## src/rtl/control_unit.sv

```systemverilog
// Instruction sequencer for the 8-bit CPU: fetches opcode/operand pairs, gathers
// X-mode data bytes, pulses Exec for the ALU, and handles STORE, JUMP and HALT itself.
//
// state   | meaning
// FETCH   | read opcode byte at pc
// DECODE  | latch IR, read operand byte at pc+1
// OPERAND | latch IBR, branch on instruction class
// MEMRD   | read data byte at IBR (X-mode ALU op)
// MEMCAP  | latch MBR
// EXEC    | one-cycle ALU commit pulse
// STORE   | write AR to IBR
// HALT    | idle until reset
module control_unit #(
  parameter int WIDTH = 8
) (
  input  logic             clk,
  input  logic             arst,
  output logic [WIDTH-1:0] mem_addr,
  output logic             mem_rd,
  output logic             mem_wr,
  output logic [WIDTH-1:0] mem_wdata,
  input  logic [WIDTH-1:0] mem_rdata,
  input  logic [WIDTH-1:0] AR,
  input  logic [3:0]       Flags,
  output logic [WIDTH-1:0] IR,
  output logic [WIDTH-1:0] IBR,
  output logic [WIDTH-1:0] MBR,
  output logic             Exec,
  output logic [WIDTH-1:0] pc,
  output logic             halted
);

  typedef enum logic [2:0] {
    S_FETCH, S_DECODE, S_OPERAND, S_MEMRD, S_MEMCAP, S_EXEC, S_STORE, S_HALT
  } state_t;

  state_t state, state_nxt;

  logic [1:0]       ir_class;
  logic             ir_xmode;
  logic             jump_take;
  logic [WIDTH-1:0] pc_inc;

  assign ir_class  = IR[7:6];
  assign ir_xmode  = IR[5];
  assign pc_inc    = pc + WIDTH'(1);
  assign mem_wdata = AR;

  always_comb begin
    jump_take = 1'b0;
    case (IR[2:0])
      3'b000:  jump_take = 1'b1;
      3'b001:  jump_take = Flags[2];
      3'b010:  jump_take = Flags[0];
      3'b011:  jump_take = Flags[3];
      3'b100:  jump_take = Flags[1];
      default: jump_take = 1'b0;
    endcase
  end

  always_ff @(posedge clk) begin
    if (arst) state <= S_FETCH;
    else      state <= state_nxt;
  end

  always_comb begin
    state_nxt = state;
    case (state)
      S_FETCH:   state_nxt = S_DECODE;
      S_DECODE:  state_nxt = S_OPERAND;
      S_OPERAND: begin
        case (ir_class)
          2'b11:   state_nxt = S_HALT;
          2'b10:   state_nxt = S_FETCH;
          2'b01:   state_nxt = S_STORE;
          default: state_nxt = ir_xmode ? S_MEMRD : S_EXEC;
        endcase
      end
      S_MEMRD:   state_nxt = S_MEMCAP;
      S_MEMCAP:  state_nxt = S_EXEC;
      S_EXEC:    state_nxt = S_FETCH;
      S_STORE:   state_nxt = S_FETCH;
      S_HALT:    state_nxt = S_HALT;
      default:   state_nxt = S_FETCH;
    endcase
  end

  // Datapath registers; reset wins so a pending MBR capture is dropped.
  always_ff @(posedge clk) begin
    if (arst) begin
      pc  <= '0;
      IR  <= '0;
      IBR <= '0;
      MBR <= '0;
    end else begin
      case (state)
        S_DECODE: begin
          IR <= mem_rdata;
          pc <= pc_inc;
        end
        S_OPERAND: begin
          IBR <= mem_rdata;
          if (ir_class == 2'b10)      pc <= jump_take ? mem_rdata : pc_inc;
          else if (ir_class != 2'b11) pc <= pc_inc;
        end
        S_MEMCAP: MBR <= mem_rdata;
        default: ;
      endcase
    end
  end

  always_comb begin
    mem_addr = pc;
    mem_rd   = 1'b0;
    mem_wr   = 1'b0;
    Exec     = 1'b0;
    halted   = 1'b0;
    case (state)
      S_FETCH:  mem_rd = 1'b1;
      S_DECODE: begin
        mem_addr = pc_inc;
        mem_rd   = 1'b1;
      end
      S_MEMRD: begin
        mem_addr = IBR;
        mem_rd   = 1'b1;
      end
      S_STORE: begin
        mem_addr = IBR;
        mem_wr   = 1'b1;
      end
      S_EXEC:  Exec   = 1'b1;
      S_HALT:  halted = 1'b1;
      default: ;
    endcase
  end

endmodule

```

## config.mk

```make
export PLATFORM = sky130hd
export DESIGN_NAME = control_unit
export DESIGN_NICKNAME = d
export VERILOG_FILES = /design/src/rtl/control_unit.sv
export SDC_FILE = /design/constraint.sdc
export NUM_CORES = 1
export LEC_CHECK = 0
export CELL_PAD_IN_SITES_DETAIL_PLACEMENT = 1
export CELL_PAD_IN_SITES_GLOBAL_PLACEMENT = 1
export CORE_ASPECT_RATIO = 0.5
export CORE_MARGIN = 2
export CORE_UTILIZATION = 34
export DETAILED_ROUTE_END_ITERATION = 7
export PLACE_DENSITY_LB_ADDON = 0.05
export SETUP_SLACK_MARGIN = 0.2
export SKIP_LAST_GASP = 1
export SYNTH_ARGS = -nofsm -noshare
export SYNTH_HDL_FRONTEND = slang
export SYNTH_SLANG_ARGS = --single-unit
export TNS_END_PERCENT = 10
```

## constraint.sdc

```tcl
create_clock -name clk -period 4.7 [get_ports clk]
set_clock_uncertainty 0.1 [all_clocks]
set_input_delay 0.705 -clock clk [delete_from_list [all_inputs] [get_ports clk]]
set_output_delay 0.705 -clock clk [all_outputs]
set_load 0.01 [all_outputs]
```

Word-level counts from Yosys, hierarchy flattened
Cells that the tools add are included.
{ "word_totals": {"input_bits": 22, "latch_bits": 0, "mem_count": 0, "romBits": 0, "ramBits": 0, "ff_bits": 35} }
{ "classes": {"n_shift": 0, "mul": 0, "n_eq_ne": 16, "div_mod_pow": 0, "n_addsub": 1, "bitwise": 0, "n_lt_le_gt_ge": 0, "n_reduce_logical": 7, "muxes": 13} }
{ "op_table": {"columns": ["operator", "n"], "rows": [
  ["8-bit case mux with 2 select lines", 2],
  ["8-bit two-way mux", 3],
  ["3-bit case mux with 7 select lines", 1],
  ["3-bit equality test (second input constant)", 5],
  ["3-bit by 2-bit equality test with 1-bit output (second input constant)", 4],
  ["3-bit case mux with 3 select lines", 1],
  ["8-bit by 1-bit adder with 8-bit output (second input constant)", 1],
  ["3-bit by 1-bit equality test with 1-bit output (second input constant)", 2],
  ["3-bit zero test", 2],
  ["1-bit case mux with 5 select lines", 1],
  ["2-bit equality test (second input constant)", 2],
  ["1-bit two-way mux", 4],
  ["2-bit OR reduction", 2],
  ["3-bit two-way mux", 1],
  ["3-bit inequality test (second input constant)", 1],
  ["3-bit OR reduction", 1],
  ["2-bit by 1-bit equality test with 1-bit output (second input constant)", 1],
  ["2-bit inequality test (second input constant)", 1],
  ["2-bit AND reduction", 1],
  ["2-bit nonzero test", 1]
]} }

Logic depth before layout (Yosys ltp)
Gate-level depths: netlist (run 1).
{ "depth": {"ltp_word": 5, "ltp_mapped": 8, "ltp_nobuf": 7} }

Least setup slack after synthesis (run 1)
Ideal clock, no wire load.
{ "synth_path": {"kind": "register -> output", "start": "register state[1]", "end": "output port mem_addr[2]", "path_buffers": 2, "stages_incl_launch_ff": 8, "slack_ns": 2.427, "arrival_time_ns": 1.468, "cell_sequence": "dfxtp_1 > clkbuf_1 > or2_2 > clkbuf_1 > nor3b_1 > a21oi_1 > nor2_1 > a221o_1"} }
{ "synth_between": {"elab_chain_cells": 3, "elab_cells_between_ends": 5} }
{ "synth_rtl": {"columns": ["element", "line_no", "rtl"], "rows": [
  ["start, declared", "37", "state_t state, state_nxt;"],
  ["start signal, assigned", "63", "else state <= state_nxt;"],
  ["3-bit equality test / 3-bit by 2-bit equality test with 1-bit output (equally long branches)", "118", "case (state)"],
  ["2-bit OR reduction (no line)", null, null],
  ["8-bit case mux with 2 select lines (*)", "118", null],
  ["end, declared", "18", "output logic [WIDTH-1:0] mem_addr,"]
]} }
Every way passes the cells marked *; elsewhere a longest branch is shown, timed or not.

Worst setup path in the final report (run 1)
{ "layout_path": {"start": "register state[2]", "end": "output port mem_addr[4]"} }
Same word-level chain as after synthesis.

==> results.yml, run 1 <==
worst_setup_path:
  critPathTopFamily: "flip-flops"
  crit_type: "reg -> out"
  cp-end-kind: "primary output"
  r2r_start: "state[0]"
  cp.buffers_inverters: 1
  crit_required_ps: 3890
  start_kind: "flop"
  cpPeakStageDelay_ps: 680
  crit_slowest_cell: "dfxtp_1"
  worst-path-max-fanout: 17
  rrSetupSlack_ps: 2190
  crit_chain: "xnor2_1 > nor2_1 > a22oi_1 > o21ai_0 > clkdlybuf4s50_1"
  cp.arrival_ps: 2450
  r2r_end: "pc[5]"
  r2r_cells: 4
detailed_routing:
  wl_per_cell_um: 18.1
  wl_mm: 6.74
  drc: 0
  top_layer: "met4"
  wl_met2_mm: 2.71
  routed_via_density: 5.55
  drtIter0Drc: 121
  wl_met1_mm: 3.49
  postRouteAntennaNets: 0
  vias: 2069
  route.met3.wl_um: 465
  drt-pass1-iter-count: 4
hold_path:
  hold_path_class: "reg -> reg"
  hold_depth: 2
  holdPathEnd: "IBR[6]"
  min_from: "IBR[6]"
timing:
  worst_pin_slew_ps: 964
  clock.fmax_mhz: 307
  setup_viol: 0
  rsz0062_at_grt: "no"
  holdWs_ps: 383
  fin_crit_sh: 0.692
  fin_ws_ps: 1450
  fin_crit_ps: 3250
  slew_headroom: 0.350
  setup-tns-final_ps: 0
  slew_viol_final: 0
  hold_viol: 0
cts:
  cts_root_buffer: "clkbuf_16"
  ctsHoldBuffers: 0
  cts_setup_buffers: 0
  htree_levels: 2
  cts_sinks: 35
  cts_resized: 0
  clockBufferDepth: 2
  numCtsBuffers: 5
  clock_latency_ps: 280
  clkTransAtPathRegs_ps: 60
  tritoncts: "built"
floorplanning:
  fp.dieH_um: 58.2
  ioPinCount: 74
  num_rows: 19
  die_w_um: 112
  start_util: 0.359
  die-area_um2: 6540
  core_um2: 5560
status:
  status: "complete, no violations"
yosys:
  ys_warn_count: 0
  synthFlopType: "dfxtp_1"
  syn_avg_cell_area_um2: 7.71
  synth_mux_area_frac: 0.0803
  synth_compound_area_frac: 0.187
  seq_area_frac_synth: 0.351
  synth_simple_gate_area_frac: 0.256
  synth_cell_type_count: 40
  synth_xor_area_frac: 0.00439
  synth-adder-area-share: 0.0313
  synth-edff-count: 0
  syn_inst: 259
  synth_top_family_by_area: "simple AND/OR/NAND/NOR gates"
  ys_ff_latch: 35
  async_flop_share: 0
  synth_nets: 286
  netlist_area_um2: 2000
place:
  dp_cells: 366
  place.gp.congestion: 0.804
  detailed_place_hpwl_mm: 4.73
  placed_cell_area_um2: 2530
  place_ws_ps: 1800
  portBuffers: 57
layout:
  final_cells: 373
  syn_to_final_growth_pct: 34.9
  drive_above_1_share: 0.0467
  n_antenna_cell: 0
  fin_util: 0.484
  final_common_cell: "clkdlybuf4s50_1"
  nNetsFinal: 327
  layout_common_cells: "clkdlybuf4s50_1 (57), nand2_1 (40), dfxtp_1 (35), nor2_1 (23), a21oi_1 (19)"
  design_area_um2: 2690
grt:
  overflow: 0
  track_usage: 0.219
  antenna_found_initial: 0
  first_global_vias: 2007
  grt_max_degree: 36
  grt_pass1_wl_mm: 10.9
flow_run:
  maxCapViolCount: 0
power_and_ir_drop:
  vdd_drop_max_v: 0.000177
  leakagePower_nw: 0.981
  finalPower_mw: 0.911
  powerDensity_nw_per_um2: 338
report_power, final:
part,switching (mW),internal [mW]
sequential,0.0291,0.314
clock,0.134,0.247
combinational,0.0973,0.0892
total,0.260,0.651
worst reg2reg max path: cells and delay by family (launching register included):
kind / cells / cell delay (ps)
compound gates: 2 / 740
flops: 1 / 640
simple gates: 2 / 950
state kept, by name, summed over array words and instances, names as in the netlist:
signal / cells
state: 3
IR: 8
IBR: 8
pc: 8
MBR: 8
cell usage after synthesis, drive strengths merged, types with 5 or more instances:
cell	count	area share
and2	6	0.019
o21ai	14	0.035
a31oi	8	0.025
buf	16	0.057
clkbuf	10	0.019
ha	5	0.031
nand3	10	0.025
inv	7	0.013
dfxtp	35	0.35
nor2	23	0.043
nor3	12	0.030
nand2	40	0.075
a21oi	19	0.048
mux2i	16	0.080
a22oi	5	0.019
metal layers:
layer | GRT usage | vias up
met5 | 0 | -
met4 | 0.0557 | 0
met3 | 0.0649 | 11
met2 | 0.312 | 60
met1 | 0.322 | 1017
li1 | - | 981
worst max path at each step:
stage,from,end,depth (start not counted)
2_1_floorplan,state[1],mem_addr[2],7
3_3_place_gp,pc[0],mem_addr[6],6
3_5_place_dp,state[0],mem_addr[4],6
4_1_cts,state[2],mem_addr[4],6
5_1_grt,pc[0],mem_addr[4],6
6_report,state[2],mem_addr[4],5
cell type report:
type	instances	area, um2
Fill cell	707	2870
Multi-Input combinational cell	191	1120
Sequential cell	35	701
Timing Repair Buffer	60	593
Clock buffer	5	125
Tap cell	73	91.3
Clock inverter	2	37.5
Inverter	7	26.3
logic make-up after synthesis:
group / Yosys count
and+or+nand+nor: 109
AOI/OAI and AO/OA: 60
DFF: 35
buffers and inverters: 33
muxes: 16
adders and majority gates: 5
xor gates and xnor gates: 1
Note: power is estimated with default switching activity, not from simulation.
==> inputs of run 2 (changes only) <==
CORE_UTILIZATION = 28   (was 34)
clock period = 2.67 ns   (was 4.7 ns; I/O delays follow)
==> results.yml, run 2 (synthesis results as in run 1) <==
status:
  status: "complete, no violations"
hold_path:
  hold_path_class: "reg -> reg"
timing:
  setup_viol: 0
  slew_viol_final: 0
  clock.fmax_mhz: 396
  rsz0062_at_grt: "yes"
  hold_viol: 0
  worst_pin_slew_ps: 508
  fin_crit_sh: 0.947
  fin_ws_ps: 142
  fin_crit_ps: 2530
  slew_headroom: 0.661
detailed_routing:
  wl_per_cell_um: 17.5
  drtIter0Drc: 102
  routed_via_density: 5.16
  vias: 2147
  drc: 0
  postRouteAntennaNets: 0
  drt-pass1-iter-count: 4
  wl_mm: 7.30
floorplanning:
  ioPinCount: 74
  die_w_um: 123
  fp.dieH_um: 63.7
  die-area_um2: 7860
  num_rows: 21
  start_util: 0.294
  core_um2: 6780
worst_setup_path:
  worst-path-max-fanout: 13
  start_kind: "flop"
  cp.arrival_ps: 2030
  cpMostUsedCell: "nand2_1"
  crit_slowest_cell: "clkdlybuf4s50_1"
  cp-end-kind: "primary output"
  crit_required_ps: 2170
  cpPeakStageDelay_ps: 480
  crit_type: "reg -> out"
  crit_chain: "nand2_1 > a22o_1 > a22oi_1 > nand2_1 > clkdlybuf4s50_1"
grt:
  track_usage: 0.200
  antenna_found_initial: 0
  first_global_vias: 2256
  grt_pass1_wl_mm: 12.0
  overflow: 0
  grt_max_degree: 36
place:
  portBuffers: 57
  detailed_place_hpwl_mm: 5.15
  placed_cell_area_um2: 2620
  place_ws_ps: 85.1
  place.gp.congestion: 0.855
cts:
  cts_sinks: 35
  cts_root_buffer: "clkbuf_16"
  tritoncts: "built"
  clock_latency_ps: 280
  clockBufferDepth: 2
  numCtsBuffers: 5
  htree_levels: 2
  clkTransAtPathRegs_ps: 60
layout:
  fillCellCount: 822
  final_common_cell: "clkdlybuf4s50_1"
  design_area_um2: 2960
  seq_area_um2: 718
  drive_above_1_share: 0.148
  layout_common_cells: "clkdlybuf4s50_1 (55), nand2_1 (39), dfxtp_1 (29), buf_4 (26), nor2_1 (23)"
  nNetsFinal: 350
  n_antenna_cell: 0
  syn_to_final_growth_pct: 48.5
  multi_input_area_um2: 1140
power_and_ir_drop:
  powerDensity_nw_per_um2: 589
  vdd_drop_max_v: 0.000210
  leakagePower_nw: 1.12
flow_run:
  maxCapViolCount: 0
[run 2: layer usage]
layer | vias to the layer above | wire, um | global-route usage
li1 | 1028 | - | -
met1 | 1046 | 3660 | 0.291
met2 | 64 | 3010 | 0.280
met3 | 9 | 551 | 0.0634
met4 | 0 | 76 | 0.0526
met5 | - | 0 | 0
[run 2: path summary, 6_finish.rpt]
check / from / to / slack (ps) / cells past startpoint
setup / recovery: state[2] / mem_addr[5] / 140 / 5
hold / removal: IBR[7] / IBR[7] / 380 / 2
setup reg to reg: pc[0] / pc[7] / 170 / 13
hold reg to reg: IBR[7] / IBR[7] / 380 / 2
[run 2: final cells by class]
cell class,instances,area share
Multi-Input combinational cell,191,0.386
Tap cell,92,0.0388
Clock buffer,6,0.0435
Clock inverter,2,0.0203
Timing Repair Buffer,83,0.259
Sequential cell,35,0.242
Inverter,7,0.0101
[run 2: worst max-delay path, delay by kind of cell, from the launching register on]
kind,cells,cell delay [ps]
AND/OR/NAND/NOR,2,320
buffers and inverters,1,480
flip-flops,1,460
AO/OA/AOI/OAI,2,480
[run 2: power breakdown]
group | internal, mW | switching, mW | leakage [nW]
Sequential | 0.555 | 0.0464 | 0.288
Combinational | 0.186 | 0.190 | 0.745
Clock | 0.536 | 0.234 | 0.0911
[run 2: metrics by stage]
stage	cells	hold slack, ps	total power, mW	utilization	TNS [ps]
floorplan	259	393	0.801	-	0
global placement	394	358	0.960	0.386	0
detailed placement	394	371	0.965	0.386	0
CTS	416	379	1.77	0.436	0
global route	416	413	1.84	0.437	-7.34
finish	416	382	1.75	0.437	0
[run 2: timing repair]
item | CTS | global route
setup buffers | 14 | 0
gates resized for setup | 16 | 3
gates cloned | 0 | 0
pin swaps | 3 | 1
hold buffers | 0 | 0
endpoints found under the setup margin | 9 | 11
==> inputs of run 3 (changes only) <==
GPL_ROUTABILITY_DRIVEN = 1   (was default)
==> results of run 3 <==
The final DEF is identical to that of run 2; final timing and power are the same.
